--- src/rtl/rally_score_if.sv ---
// Signal bundle between the ball controller side (master) and the rally referee (slave).
// Parameterised by SCORE_W so the score buses match the referee's counter width.
interface rally_score_if #(
    parameter int SCORE_W = 5
);
    // Signalling: new_game is a 1-cycle pulse; *_col are levels whose rising edges are events;
    // point_stb is a 1-cycle pulse; every other referee output is a registered level.
    logic               new_game;
    logic               pl1_col;
    logic               pl2_col;
    logic               gnd_col;
    logic [11:0]        ball_posx;
    logic               ovr_touch;
    logic [SCORE_W-1:0] pl1_score;
    logic [SCORE_W-1:0] pl2_score;
    logic               point_stb;
    logic               point_to;
    logic               serve_pl;
    logic               rally_act;
    logic               game_over;
    logic               winner;

    modport master (
        output new_game, pl1_col, pl2_col, gnd_col, ball_posx,
        input  ovr_touch, pl1_score, pl2_score, point_stb, point_to,
               serve_pl, rally_act, game_over, winner
    );

    modport slave (
        input  new_game, pl1_col, pl2_col, gnd_col, ball_posx,
        output ovr_touch, pl1_score, pl2_score, point_stb, point_to,
               serve_pl, rally_act, game_over, winner
    );
endinterface

--- src/rtl/rally_score_ctrl.sv ---
// Rally referee: counts touches per side, awards points, tracks serve and declares game over.
// Optional macro WIN_BY_TWO_EN switches the win rule to "reach WIN_SCORE with a lead of two".
module rally_score_ctrl #(
    parameter int MAX_TOUCH   = 3,
    parameter int WIN_SCORE   = 15,
    parameter int SCORE_W     = 5,
    parameter int NET_X       = 512,
    parameter int BALL_HALF   = 32,
    parameter int HOLD_CYCLES = 162_500_000
) (
    input  logic         clk,
    input  logic         rst,
    rally_score_if.slave bus,
    output logic [1:0]   dbg_state
);

    localparam int HOLD_W = 28;
    localparam int TW     = $clog2(MAX_TOUCH + 2);
    localparam logic [TW-1:0]     TOUCH_FAULT = TW'(MAX_TOUCH + 1);
    localparam logic [HOLD_W-1:0] HOLD_LAST   = HOLD_W'(HOLD_CYCLES - 1);

    typedef enum logic [1:0] {
        SERVE     = 2'd0,
        RALLY     = 2'd1,
        SCORED    = 2'd2,
        GAME_OVER = 2'd3
    } state_t;

    state_t              state_q, state_d;
    logic [TW-1:0]       t1_q, t1_d, t2_q, t2_d;
    logic [SCORE_W-1:0]  s1_q, s1_d, s2_q, s2_d;
    logic [HOLD_W-1:0]   cnt_q, cnt_d;
    logic                ovr_q, ovr_d;
    logic                point_stb_q, point_stb_d;
    logic                point_to_q, point_to_d;
    logic                serve_q, serve_d;
    logic                winner_q, winner_d;
    logic                c1_q, c2_q, cg_q;
    logic                e1_q, e1_d, e2_q, e2_d, eg_q, eg_d;
    logic [11:0]         posx_q;
    logic                award, award_to, ground_pl1, win_now;

    function automatic logic win_check(input logic [SCORE_W-1:0] a, input logic [SCORE_W-1:0] b);
`ifdef WIN_BY_TWO_EN
        logic [SCORE_W:0] aw;
        logic [SCORE_W:0] bw;
        aw = {1'b0, a};
        bw = {1'b0, b};
        return ((aw >= (SCORE_W+1)'(WIN_SCORE)) && (aw >= bw + (SCORE_W+1)'(2))) ||
               ((bw >= (SCORE_W+1)'(WIN_SCORE)) && (bw >= aw + (SCORE_W+1)'(2)));
`else
        return (a == SCORE_W'(WIN_SCORE)) || (b == SCORE_W'(WIN_SCORE));
`endif
    endfunction

    // Edges are registered once more so input-to-point latency is two cycles.
    assign e1_d = bus.pl1_col & ~c1_q;
    assign e2_d = bus.pl2_col & ~c2_q;
    assign eg_d = bus.gnd_col & ~cg_q;

    assign ground_pl1 = ({1'b0, posx_q} + 13'(BALL_HALF)) < 13'(NET_X);
    assign win_now    = win_check(s1_q, s2_q);

    always_comb begin
        state_d     = state_q;
        t1_d        = t1_q;
        t2_d        = t2_q;
        s1_d        = s1_q;
        s2_d        = s2_q;
        cnt_d       = cnt_q;
        ovr_d       = ovr_q;
        point_stb_d = 1'b0;
        point_to_d  = point_to_q;
        serve_d     = serve_q;
        winner_d    = winner_q;
        award       = 1'b0;
        award_to    = 1'b0;

        if (bus.new_game) begin
            state_d  = SERVE;
            t1_d     = '0;
            t2_d     = '0;
            s1_d     = '0;
            s2_d     = '0;
            cnt_d    = '0;
            ovr_d    = 1'b0;
            serve_d  = 1'b0;
            winner_d = 1'b0;
        end else begin
            case (state_q)
                SERVE: begin
                    if (e1_q) begin
                        state_d = RALLY;
                        t1_d    = TW'(1);
                        t2_d    = '0;
                    end else if (e2_q) begin
                        state_d = RALLY;
                        t1_d    = '0;
                        t2_d    = TW'(1);
                    end
                end
                RALLY: begin
                    // Ground contact outranks any touch arriving in the same cycle.
                    if (eg_q) begin
                        award    = 1'b1;
                        award_to = ground_pl1;
                    end else if (e1_q) begin
                        t1_d = (t1_q == TOUCH_FAULT) ? t1_q : t1_q + TW'(1);
                        t2_d = '0;
                        if (t1_d == TOUCH_FAULT) begin
                            ovr_d    = 1'b1;
                            award    = 1'b1;
                            award_to = 1'b1;
                        end
                    end else if (e2_q) begin
                        t2_d = (t2_q == TOUCH_FAULT) ? t2_q : t2_q + TW'(1);
                        t1_d = '0;
                        if (t2_d == TOUCH_FAULT) begin
                            ovr_d    = 1'b1;
                            award    = 1'b1;
                            award_to = 1'b0;
                        end
                    end
                    if (award) begin
                        point_stb_d = 1'b1;
                        point_to_d  = award_to;
                        serve_d     = award_to;
                        state_d     = SCORED;
                        cnt_d       = '0;
                        if (award_to) begin
                            s2_d = (s2_q == '1) ? s2_q : s2_q + SCORE_W'(1);
                        end else begin
                            s1_d = (s1_q == '1) ? s1_q : s1_q + SCORE_W'(1);
                        end
                    end
                end
                SCORED: begin
                    if (cnt_q == HOLD_LAST) begin
                        cnt_d = '0;
                        t1_d  = '0;
                        t2_d  = '0;
                        ovr_d = 1'b0;
                        if (win_now) begin
                            state_d  = GAME_OVER;
                            winner_d = (s2_q > s1_q);
                        end else begin
                            state_d = SERVE;
                        end
                    end else begin
                        cnt_d = cnt_q + HOLD_W'(1);
                    end
                end
                GAME_OVER: begin
                    state_d = GAME_OVER;
                end
                default: state_d = SERVE;
            endcase
        end
    end

    always_ff @(posedge clk) begin
        if (rst) begin
            state_q     <= SERVE;
            t1_q        <= '0;
            t2_q        <= '0;
            s1_q        <= '0;
            s2_q        <= '0;
            cnt_q       <= '0;
            ovr_q       <= 1'b0;
            point_stb_q <= 1'b0;
            point_to_q  <= 1'b0;
            serve_q     <= 1'b0;
            winner_q    <= 1'b0;
            // Load live levels so a collision held across reset release is not an edge.
            c1_q        <= bus.pl1_col;
            c2_q        <= bus.pl2_col;
            cg_q        <= bus.gnd_col;
            e1_q        <= 1'b0;
            e2_q        <= 1'b0;
            eg_q        <= 1'b0;
            posx_q      <= bus.ball_posx;
        end else begin
            state_q     <= state_d;
            t1_q        <= t1_d;
            t2_q        <= t2_d;
            s1_q        <= s1_d;
            s2_q        <= s2_d;
            cnt_q       <= cnt_d;
            ovr_q       <= ovr_d;
            point_stb_q <= point_stb_d;
            point_to_q  <= point_to_d;
            serve_q     <= serve_d;
            winner_q    <= winner_d;
            c1_q        <= bus.pl1_col;
            c2_q        <= bus.pl2_col;
            cg_q        <= bus.gnd_col;
            e1_q        <= e1_d;
            e2_q        <= e2_d;
            eg_q        <= eg_d;
            posx_q      <= bus.ball_posx;
        end
    end

    assign bus.ovr_touch = ovr_q;
    assign bus.pl1_score = s1_q;
    assign bus.pl2_score = s2_q;
    assign bus.point_stb = point_stb_q;
    assign bus.point_to  = point_to_q;
    assign bus.serve_pl  = serve_q;
    assign bus.rally_act = (state_q == RALLY);
    assign bus.game_over = (state_q == GAME_OVER);
    assign bus.winner    = winner_q;
    assign dbg_state     = state_q;

endmodule

--- src/flat_wrapper.sv ---
// flat-port wrapper written by rule: the top's interface ports become plain ports
module rally_score_ctrl_flat 
#(
    parameter int MAX_TOUCH   = 3,
    parameter int WIN_SCORE   = 15,
    parameter int SCORE_W     = 5,
    parameter int NET_X       = 512,
    parameter int BALL_HALF   = 32,
    parameter int HOLD_CYCLES = 162_500_000
)
  (clk, rst, dbg_state, bus_new_game, bus_pl1_col, bus_pl2_col, bus_gnd_col, bus_ball_posx, bus_ovr_touch, bus_pl1_score, bus_pl2_score, bus_point_stb, bus_point_to, bus_serve_pl, bus_rally_act, bus_game_over, bus_winner);
  rally_score_if #(.SCORE_W(SCORE_W)) bus_i ();
  input  logic clk;
  input  logic rst;
  output logic [1:0] dbg_state;
  input wire logic [$bits(bus_i.new_game)-1:0] bus_new_game;
  input wire logic [$bits(bus_i.pl1_col)-1:0] bus_pl1_col;
  input wire logic [$bits(bus_i.pl2_col)-1:0] bus_pl2_col;
  input wire logic [$bits(bus_i.gnd_col)-1:0] bus_gnd_col;
  input wire logic [$bits(bus_i.ball_posx)-1:0] bus_ball_posx;
  output wire logic [$bits(bus_i.ovr_touch)-1:0] bus_ovr_touch;
  output wire logic [$bits(bus_i.pl1_score)-1:0] bus_pl1_score;
  output wire logic [$bits(bus_i.pl2_score)-1:0] bus_pl2_score;
  output wire logic [$bits(bus_i.point_stb)-1:0] bus_point_stb;
  output wire logic [$bits(bus_i.point_to)-1:0] bus_point_to;
  output wire logic [$bits(bus_i.serve_pl)-1:0] bus_serve_pl;
  output wire logic [$bits(bus_i.rally_act)-1:0] bus_rally_act;
  output wire logic [$bits(bus_i.game_over)-1:0] bus_game_over;
  output wire logic [$bits(bus_i.winner)-1:0] bus_winner;
  assign bus_i.new_game = bus_new_game;
  assign bus_i.pl1_col = bus_pl1_col;
  assign bus_i.pl2_col = bus_pl2_col;
  assign bus_i.gnd_col = bus_gnd_col;
  assign bus_i.ball_posx = bus_ball_posx;
  assign bus_ovr_touch = bus_i.ovr_touch;
  assign bus_pl1_score = bus_i.pl1_score;
  assign bus_pl2_score = bus_i.pl2_score;
  assign bus_point_stb = bus_i.point_stb;
  assign bus_point_to = bus_i.point_to;
  assign bus_serve_pl = bus_i.serve_pl;
  assign bus_rally_act = bus_i.rally_act;
  assign bus_game_over = bus_i.game_over;
  assign bus_winner = bus_i.winner;
  rally_score_ctrl #(.MAX_TOUCH(MAX_TOUCH), .WIN_SCORE(WIN_SCORE), .SCORE_W(SCORE_W), .NET_X(NET_X), .BALL_HALF(BALL_HALF), .HOLD_CYCLES(HOLD_CYCLES)) u_core (.clk(clk), .rst(rst), .bus(bus_i), .dbg_state(dbg_state));
endmodule
--- config.mk ---
export PLATFORM = sky130hd
export DESIGN_NAME = rally_score_ctrl_flat
export DESIGN_NICKNAME = d
export VERILOG_FILES = /design/src/rtl/rally_score_if.sv /design/src/rtl/rally_score_ctrl.sv /design/src/flat_wrapper.sv
export SDC_FILE = /design/constraint.sdc
export NUM_CORES = 1
export LEC_CHECK = 0
export CAP_MARGIN = 10
export CORE_MARGIN = 5
export CORE_UTILIZATION = 53
export CTS_BUF_LIST = sky130_fd_sc_hd__clkbuf_8
export CTS_CLUSTER_DIAMETER = 50
export DETAILED_ROUTE_END_ITERATION = 12
export PLACE_DENSITY = 0.79
export SETUP_SLACK_MARGIN = 0.1
export SLEW_MARGIN = 5
export SYNTH_ARGS = -nofsm -noshare
export SYNTH_HDL_FRONTEND = slang
export SYNTH_SLANG_ARGS = --single-unit
--- constraint.sdc ---
create_clock -name clk -period 2.5 [get_ports clk]
set_input_delay 0.75 -clock clk [delete_from_list [all_inputs] [get_ports clk]]
set_output_delay 0.75 -clock clk [all_outputs]
set_load 0.02 [all_outputs]
==> results of run 1 <==
metrics by stage:
step	worst slack, ns	setup TNS, ns	hold WS, ns
floorplan	0.0118	0	0.372
global placement	0.0386	0	0.377
detailed placement	-0.0000724	-0.0000724	0.381
CTS	0.0940	0	0.392
global route	0.0462	0	0.409
finish	0.119	0	0.390
cell families after synthesis:
logic type,synth area share [%]
AOI/OAI and AO/OA,21.1
xor gates and xnor gates,0.763
adders and majority gates,7.63
buffers and inverters,5.01
DFF,37.2
muxes,0.581
and+or+nand+nor,27.7
metal layers:
layer | track usage (%) | share of wire [%] | wire, um
met1 | 27.9 | 46 | 4180
met2 | 35.7 | 47 | 4330
met3 | 5.50 | 5.4 | 495
met4 | 10.0 | 1.6 | 146
met5 | 0 | 0 | 0
layout make-up:
class	count	area [um2]	share of cell area (%)
clock buffers	9	124	2.84
repair buffers	72	627	14.3
clock inverters	7	72.6	1.66
multi-input cells	306	2080	47.7
well taps	77	96.3	2.21
flip-flops and latches	64	1300	29.7
inverters	18	67.6	1.55
sequential cells by signal, summed over array words and instances, names as in the netlist, 2 cells and up:
| register | flops |
|---|---|
| u_core.bus.pl1_score | 5 |
| u_core.cnt_q | 28 |
| u_core.posx_q | 7 |
| u_core.t2_q | 3 |
| u_core.dbg_state | 2 |
| u_core.bus.pl2_score | 5 |
| u_core.t1_q | 3 |
power by group:
part | switching [uW] | internal, uW | total (uW) | leakage [uW]
logic | 95.3 | 81.0 | 176 | 0.000902
clock network | 436 | 459 | 895 | 0.0000952
registers | 9.29 | 1030 | 1040 | 0.000526
synth_stat cells, drive strengths merged (6+ instances only):
library cell and instances:
nor2 23, inv 18, buf 10, or3 13
nand3 33, nand3b 6, ha 21, and3 10
a31oi 10, nand2 24, and2 6, dfxtp 64
nand4 6, a21oi 36, o21ai 33, nor3 13
clkbuf 11
how the worst max path moves through the flow:
stage,end,slack (ns),depth (start not counted)
after global routing,u_core.cnt_q[19],0.05,8
final,u_core.dbg_state[0],0.12,7
after CTS,u_core.dbg_state[1],0.09,6
after floorplan,u_core.bus.pl1_score[3],0.01,9
after detailed placement,u_core.cnt_q[6],-0.00007,9
after global placement,u_core.cnt_q[14],0.04,9
worst max-delay path, delay by kind of cell, from the launching register on:
family	cells	cell delay, ns
AND/OR/NAND/NOR	4	1.29
AO/OA/AOI/OAI	2	0.49
buffers and inverters	1	0.16
flip-flops	1	0.36
timing repair:
action	4_1_cts	5_1_grt
buffers inserted	2	4
pin swaps	5	12
endpoints found under the setup margin	20	37
gates resized for setup	14	21
==> results by group, run 1 <==
Setup path
  • Worst R2R Setup Slack: about 0.12 ns
  • Crit path from: u_core.cnt_q[26]
  • Crit Reg-Reg Endpoint: u_core.dbg_state[0]
  • Crit path launch type: flip-flop
  • Crit. End Element: flip-flop
  • FF-to-FF path depth: 7
  • Slowest cell on crit path: or4_4
  • Crit-path max FO: 5
  • Crit path cell chain: or4bb_1 > or4_4 > o21a_4 > a211oi_4 > buf_4 > nor2_1 > nor3_2
  • Kind of critical path: reg -> reg
  • WP data arrival: ~2.7 ns
  • CP required: ~2.8 ns
  • R2r startpoint: u_core.cnt_q[26]
  • CP max stage delay: between 0.5 and 0.6 ns

Routing
  • Vias per inst: between 6 and 7
  • DR WL/cell: roughly 17 um
  • DR DRC count: 0
  • Final wirelength: ~9 mm
  • Post-DRT Antenna Nets: 0
  • 1st-iter DRT viols: 303
  • Initial DRT Pass Iterations: 5
  • Vias: about 3.4k

Finish
  • Design area: between 4000 and 5000 um2
  • Final #Nets: just over 500
  • FILL cells: about 500
  • Commonest cells after routing, fill and taps aside: 54 x dfxtp_1, 38 x buf_4, 36 x a21oi_1
  • Final core occ: 68.8%
  • Most common cell after layout, fill and taps aside: dfxtp_1
  • Number of inserted diodes: 0
  • Post-route insts no fill: roughly 550
  • Area grow syn2layout: 26.8%
  • Share of post-route cells with drive strength above 1: between 10% and 20%

STA
  • Unrepaired setup endpoints after global routing: true
  • Tmin final: 2.38 ns
  • Final Hold Vio Count: 0
  • Final setup viols: 0
  • Worst slew margin: a little under two thirds
  • Clock skew: 0.0102 ns
  • Fmax: around 0.42 GHz
  • Tcrit/Tclk final: 95.3%
  • Worst Tran Pin Value: roughly 0.55 ns
  • Max-slew violations: 0

Power and ir drop
  • VDD IR max: ~0.00036 V
  • PD cells: ~480 nW/um2
  • Leak pwr: roughly 0.0015 uW
  • Power Total: approximately 2100 uW

Synthesis
  • Synth Net Count: 448
  • Syn Inst Count: about 410
  • Top cells by area, synth: dfxtp_1 37%, ha_1 7.6%, a21oi_1 5.2%
  • Synth cell types: 57
  • Main synth FF type: dfxtp_1
  • Top cell type's share of synthesized area: around 37%
  • Flops & latches, synth: 64
  • Asr flop ratio synth: 0%
  • Synthesis Warnings: 0
  • Synthesized area per cell: between 8 and 9 um2
  • Seq/Total Area, Yosys: between 30% and 40%
  • Cell taking the most area after synthesis: dfxtp_1
  • Syn Std Cell Area: 3440 um2
  • Post-synth EDFFs: 0

Outcome
  • Outcome: complete, no violations

Global route
  • Pin count of the biggest net entering global routing: 24
  • Global Route Usage Sum: between 20% and 30%
  • Initial antenna violation count: 0
  • Total gr overflow: 0
  • Vias in the first global route: 3347
  • First-pass GRT wire length: approximately 15 mm

Placed design
  • Cells after DPL: between 500 and 600
  • GPL Wtd Cong: around 0.87
  • Quantity of I/O buffers inserted on ports: 31
  • Final HPWL DP: roughly 6.2 mm
  • Post-DP Area: slightly above 4000 um2

Floorplanning
  • Starting Density: between 50% and 60%
  • Area of the core: about 6300 um2
  • Row count: 29
  • Die area: just over 8000 um2
  • Die Wd: roughly 91 um
  • Die span in y: 90.6 um
  • IO Count: 37

Clocking
  • Clock transition at path regs: roughly 0.080 ns
  • Clock buffer depth: 2
  • CTS buffer count: 9
  • CTS tree: yes
  • Clock root buffer: clkbuf_8
  • CTS H-tree lvls: 3
  • Clock Sinks: 64
  • # hold bufs at CTS: 0
  • Clock latency on the worst-skew pair: around 0.36 ns

Worst hold path
  • Min-Delay Startpoint: u_core.c1_q
  • Worst hold path depth: 1
  • Sink of the worst hold path: u_core.e1_q
  • Hold Path Class: reg -> reg

Job
  • MaxCap Viol Count: 0
Note: power is estimated with default switching activity, not from simulation.
==> inputs of run 2 (changes only) <==
--- a/config.mk
+++ b/config.mk
@@ -11,9 +11,10 @@
 export CTS_BUF_LIST = sky130_fd_sc_hd__clkbuf_8
 export CTS_CLUSTER_DIAMETER = 50
 export DETAILED_ROUTE_END_ITERATION = 12
+export GPL_TIMING_DRIVEN = 0
 export PLACE_DENSITY = 0.79
 export SETUP_SLACK_MARGIN = 0.1
-export SLEW_MARGIN = 5
+export SKIP_LAST_GASP = 1
 export SYNTH_ARGS = -nofsm -noshare
 export SYNTH_HDL_FRONTEND = slang
 export SYNTH_SLANG_ARGS = --single-unit
==> run 2 against run 1 <==
Non-clock buffer count rose by 2. Setup slack got worse by 0.079 ns. Clock skew fell by 0.00075 ns. Critical path depth rose by 2. Die area did not move. Maximum frequency fell by 3.2%. Critical path type unchanged. Largest power group is now the clock network.
==> results by group, run 2 (synthesis results as in run 1) <==
Routing
  • Initial DRT Pass Iterations: 5 (unchanged)
  • Post-DRT Antenna Nets: 0 (unchanged)
  • Vias per inst: 6.38 (+3.9%)
  • 1st-iter DRT viols: 460 (+52%)
  • DR DRC count: 0 (unchanged)
  • Final wirelength: 10.2 mm (+11%)
  • Vias: 3539 (+4.3%)
  • DR WL/cell: 18.3 um (+11%)

Finish
  • Commonest cells after routing, fill and taps aside: 51 x dfxtp_1, 32 x a21oi_1, 31 x nand3_1
  • Max FFs per register: 28 (unchanged)
  • Number of inserted diodes: 0 (unchanged)
  • Most flop-heavy register: u_core.cnt_q
  • Most common cell after layout, fill and taps aside: dfxtp_1
  • Top Registers: u_core.cnt_q x28, u_core.posx_q x7
  • Final core occ: 70.7% (+1.9 points)
  • Final #Nets: 512 (+0.39%)
  • Share of post-route cells with drive strength above 1: 21.8% (+1.8 points)
  • Area grow syn2layout: 30.3%

Power and ir drop
  • PD cells: 519 nW/um2 (+7.4%)
  • VDD IR max: 0.000429 V (+20%)
  • Sequential share of power: 44.6% (-4.7 points)
  • Logic pwr share: 8.2% (-0.2 points)
  • Psw: 553 uW (+2.2%)
  • Clock share of power: 47.2% (+4.8 points)
  • Power Total: 2330 uW (+10%)
  • Cell Int Power: 1780 uW (+13%)
  • Leak pwr: 0.00153 uW (+0.59%)
  • Sw Ratio: 23.7% (-1.9 points)

Clocking
  • CTS tree: yes
  • Clock transition at path regs: 0.07 ns (about the same)
  • CTS H-tree lvls: 3 (unchanged)
  • # hold bufs at CTS: 0 (unchanged)
  • Clock Sinks: 64 (unchanged)
  • Clock buffer depth: 2 (unchanged)
  • CTS buffer count: 9 (unchanged)
  • Clock root buffer: clkbuf_8
  • Clock latency on the worst-skew pair: 0.36 ns (about the same)

Job
  • MaxCap Viol Count: 0 (unchanged)

Setup path
  • Crit-path max FO: 4 (-1)
  • CP required: 2.78 ns (about the same)
  • Crit path cell chain: inv_2 > ha_4 > or2_4 > a311oi_4 > a211o_2 > or4b_4 > buf_6 > or3_4 > a21oi_2
  • Kind of critical path: reg -> reg
  • Slowest cell on crit path: or4b_4
  • CP max stage delay: 0.47 ns (-0.10 ns)
  • WP data arrival: 2.74 ns (+0.08 ns)
  • Crit path launch type: flip-flop
  • Crit. End Element: flip-flop

Global route
  • Initial antenna violation count: 0 (unchanged)
  • Global Route Usage Sum: 24.1% (+1.8 points)
  • First-pass GRT wire length: 16.3 mm (+5.9%)
  • Pin count of the biggest net entering global routing: 13 (-46%)
  • Total gr overflow: 0 (unchanged)
  • Vias in the first global route: 3520 (+5.2%)

Floorplanning
  • Die area: 8210 um2 (unchanged)
  • IO Count: 37 (unchanged)
  • Die span in y: 90.6 um (unchanged)
  • Row count: 29 (unchanged)
  • Starting Density: 54.2% (unchanged)
  • Area of the core: 6350 um2 (unchanged)
  • Die Wd: 90.6 um (unchanged)

STA
  • Clock skew: 0.00949 ns (-0.000751 ns)
  • Final setup viols: 0 (unchanged)
  • Tmin final: 2.46 ns (+0.0787 ns)
  • Tcrit/Tclk final: 98.4% (+3.1 points)
  • Final Hold Vio Count: 0 (unchanged)
  • Max-slew violations: 0 (unchanged)
  • Fmax: 0.406 GHz (-3.2%)
  • Worst slew margin: 49.4% (-14 points)
  • Fin Hold WS: 0.392 ns (+0.00141 ns)
  • Worst Tran Pin Value: 0.759 ns (+0.214 ns)
  • Unrepaired setup endpoints after global routing: true

Placed design
  • GPL Wtd Cong: 0.891 (+2.1%)
  • Final HPWL DP: 6.33 mm (+1.5%)
  • Quantity of I/O buffers inserted on ports: 31 (unchanged)

Outcome
  • Outcome: complete, no violations

Worst hold path
  • Hold Path Class: reg -> reg
run 2: repair_timing:
action / in CTS / in global routing
hold endpoints to repair: 0 / 0
gates resized for setup: 35 / 52
setup buffers: 18 / 5
endpoints found under the setup margin: 49 / 41
gates cloned: 0 / 1
pin swaps: 16 / 14
run 2: through the flow:
stage | TNS (ns) | setup slack (ns) | instance area (um2) | std cells
floorplan | 0 | 0.0118 | 3460 | 409
global placement | -17.14 | -0.667 | 3860 | 517
detailed placement | -17.39 | -0.686 | 3860 | 517
CTS | 0 | 0.0877 | 4310 | 550
global route | -0.0296 | -0.0249 | 4490 | 555
finish | 0 | 0.0398 | 4490 | 555
run 2: metal layers:
metal	up-vias	track usage [%]	wire [um]
li1	1649	-	-
met1	1671	29.2	4140
met2	183	38.7	5000
met3	36	6.25	764
met4	0	12.8	269
met5	-	0	0
run 2: final timing paths:
path                  startpoint                      end  slack, ns  cells after the start
setup / recovery  u_core.t2_q[1]  u_core.bus.pl1_score[3]       0.04                      9
hold / removal       u_core.c1_q              u_core.e1_q       0.39                      1
hold reg to reg      u_core.c1_q              u_core.e1_q       0.39                      1
setup reg to reg  u_core.t2_q[1]  u_core.bus.pl1_score[3]       0.04                      9
run 2: critical path: cells and delay by family, from the launching register on:
family                     cells  cell delay (ns)
AOI/OAI and AO/OA              3             0.59
DFF                            1             0.34
buffers and inverters          2             0.20
and+or+nand+nor                3             1.04
adders and majority gates      1             0.23
run 2: cell type report:
class	count	area, um2
sequential	64	1310
inverter	18	72.6
fill	461	1860
tap	77	96.3
buffer	20	140
multi-input combinational	306	2140
clock buffer	9	124
clock inverter	7	120
timing repair buffer	54	488
run 2: power groups by stage:
stage	sequential, uW	combinational [uW]	clock (uW)
after floorplan	1060	88.3	0
after global placement	1060	145	0
after detailed placement	1070	147	0
after CTS	1040	168	1110
after global routing	1040	202	1160
final	1040	191	1100
==> inputs of run 3 (changes only) <==
--- a/config.mk
+++ b/config.mk
@@ -7,14 +7,14 @@
 export LEC_CHECK = 0
 export CAP_MARGIN = 10
 export CORE_MARGIN = 5
-export CORE_UTILIZATION = 53
+export CORE_UTILIZATION = 41
 export CTS_BUF_LIST = sky130_fd_sc_hd__clkbuf_8
 export CTS_CLUSTER_DIAMETER = 50
 export DETAILED_ROUTE_END_ITERATION = 12
 export GPL_TIMING_DRIVEN = 0
-export PLACE_DENSITY = 0.79
 export SETUP_SLACK_MARGIN = 0.1
 export SKIP_LAST_GASP = 1
+export SLEW_MARGIN = 5
 export SYNTH_ARGS = -nofsm -noshare
 export SYNTH_HDL_FRONTEND = slang
 export SYNTH_SLANG_ARGS = --single-unit
==> run 3 against run 2 <==
Sequential share of layout area up 0.49 points. Sequential power about the same. Routed wire length shrank 4.8%. Register-to-register slack better by 0.07 ns. Cell area fell by 2.0%. Clock power down 19%. Global-route usage is 3.9 points lower. Setup slack improved by 0.067 ns. Total power fell by 9.5%. First-iteration DRC count is 59% lower.
==> results by group, run 3 (synthesis results as in run 1) <==
Floorplanning
  • Row count: 33 (+14%)
  • Die span in y: 102 um (+12%)
  • Starting Density: 41.9% (-12 points)
  • Die area: 10300 um2 (+26%)
  • Die Wd: 102 um (+12%)
  • Area of the core: 8220 um2 (+29%)
  • IO Count: 37 (unchanged)

Routing
  • DR DRC count: 0 (unchanged)
  • 1st-iter DRT viols: 188 (-59%)
  • DR WL/cell: 16.7 um (-8.7%)
  • Vias per inst: 5.77 (-9.5%)
  • Vias: 3343 (-5.5%)
  • Post-DRT Antenna Nets: 0 (unchanged)
  • Final wirelength: 9.70 mm (-4.8%)
  • Initial DRT Pass Iterations: 5 (unchanged)

Worst hold path
  • Hold Path Class: reg -> reg

Global route
  • Global Route Usage Sum: 20.2% (-3.9 points)
  • First-pass GRT wire length: 16.5 mm (+1.2%)
  • Total gr overflow: 0 (unchanged)
  • Initial antenna violation count: 0 (unchanged)
  • Met3 usage: 4.55% (-1.7 points)
  • GRT met2 Usage: 30.7% (-8.0 points)
  • Vias in the first global route: 3310 (-6.0%)
  • Most used routing layer in global routing: met2
  • Pin count of the biggest net entering global routing: 13 (unchanged)
  • GR met1 Demand/Resource: 27.9% (-1.3 points)

Clocking
  • Clock buffer depth: 2 (unchanged)
  • Clock latency on the worst-skew pair: 0.36 ns (about the same)
  • Clock Sinks: 64 (unchanged)
  • CTS H-tree lvls: 3 (unchanged)
  • CTS buffer count: 9 (unchanged)
  • CTS tree: yes
  • Clock transition at path regs: 0.08 ns (about the same)
  • # hold bufs at CTS: 0 (unchanged)
  • Clock root buffer: clkbuf_8

Setup path
  • Crit path launch type: flip-flop
  • Kind of critical path: reg -> reg
  • Crit. End Element: flip-flop
  • Crit-path max FO: 6 (+2)
  • WP data arrival: 2.64 ns (-0.10 ns)
  • CP required: 2.75 ns (-0.03 ns)

STA
  • Setup ws final: 0.107 ns (+0.0669 ns)
  • Final setup viols: 0 (unchanged)
  • Unrepaired setup endpoints after global routing: true
  • Tcrit/Tclk final: 95.7% (-2.7 points)
  • Worst Tran Pin Value: 0.795 ns (+0.0359 ns)
  • Final Hold Vio Count: 0 (unchanged)
  • Clock skew: 0.0138 ns (+0.00430 ns)
  • Fmax: 0.418 GHz (+2.8%)
  • Max-slew violations: 0 (unchanged)
  • Worst slew margin: 47.0% (-2.4 points)
  • Tmin final: 2.39 ns (-0.0669 ns)

Finish
  • Share of post-route cells with drive strength above 1: 19.8% (-1.9 points)
  • Top Registers: u_core.cnt_q x28, u_core.posx_q x7
  • Number of inserted diodes: 0 (unchanged)
  • Most flop-heavy register: u_core.cnt_q
  • Register area: 1300 um2 (-0.38%)
  • Final core occ: 53.5% (-17 points)
  • Most common cell after layout, fill and taps aside: dfxtp_1
  • Area grow syn2layout: 27.6%
  • Final #Nets: 508 (-0.78%)
  • Area of the multi-input gates: 2090 um2 (-2.5%)
  • Max FFs per register: 28 (unchanged)
  • Commonest cells after routing, fill and taps aside: 53 x dfxtp_1, 36 x a21oi_1, 31 x nand3_1
  • FILL cells: 767 (+66%)

Placed design
  • Quantity of I/O buffers inserted on ports: 31 (unchanged)
  • Post-place setup slack: -0.767 ns (-0.0807 ns)
  • Final HPWL DP: 6.53 mm (+3.2%)
  • GPL Wtd Cong: 0.850 (-4.7%)

Power and ir drop
  • Leak pwr: 0.00150 uW (-2.0%)
  • VDD IR max: 0.000297 V (-31%)
  • Power Total: 2110 uW (-9.5%)
  • PD cells: 479 nW/um2 (-7.6%)

Outcome
  • Outcome: complete, no violations

Job
  • MaxCap Viol Count: 0 (unchanged)
## run 3: cell count changes in the layout (fill, tap and decap cells not counted), moves of 3 or more
cell / delta
o21ai_0: +7
o21ai_1: -5
a21oi_1: +4
a21oi_2: -4
buf_4: -4
clkbuf_1: -3
clkbuf_2: +3
## run 3: worst paths after layout
path	start	to	slack, ns	cells past startpoint
hold / removal	u_core.c1_q	u_core.e1_q	0.39	1
setup reg to reg	u_core.cnt_q[10]	u_core.dbg_state[1]	0.11	6
setup / recovery	u_core.cnt_q[10]	u_core.dbg_state[1]	0.11	6
hold reg to reg	u_core.c1_q	u_core.e1_q	0.39	1
## run 3: routing by layer
layer	wire [um]	vias to the layer above
met5	0	-
met4	177	0
met3	573	15
met2	4380	103
met1	4570	1576
li1	-	1649
## run 3: timing repair
| item | 4_1_cts | 5_1_grt |
|---|---|---|
| cloned | 1 | 0 |
| buffers inserted | 16 | 3 |
| endpoints found under the setup margin | 50 | 40 |
| gates resized for setup | 39 | 28 |
| pin swaps | 13 | 19 |
## run 3: per-stage QoR
step                hold WS, ns  setup TNS, ns  cell area (um2)  std cells
detailed placement        0.385         -21.62             3900        545
floorplan                 0.372              0             3460        409
CTS                       0.397              0             4330        577
global route              0.402              0             4400        579
finish                    0.393              0             4400        579
global placement          0.376         -20.51             3900        545
## run 3: cell type report
type	instances	area share, %
multi-input cells	306	47.5
flip-flops and latches	64	29.6
repair buffers	51	10.8
plain buffers	19	3.10
well taps	105	2.99
clock buffers	9	2.82
clock inverters	7	1.65
inverters	18	1.59
## run 3: power breakdown
part           total, uW  internal (uW)  switching (uW)
registers           1040           1030            8.12
logic                173           74.7            97.9
clock network        896            459             437
total               2110           1560             543
## run 3: worst max-delay path: stages (launching register included)
cell and delay (ns):
dfxtp_2 0.37, or4bb_1 0.51, or4_4 0.54, o21a_4 0.27, a211oi_4 0.27, nand3b_1 0.10
a32o_1 0.22
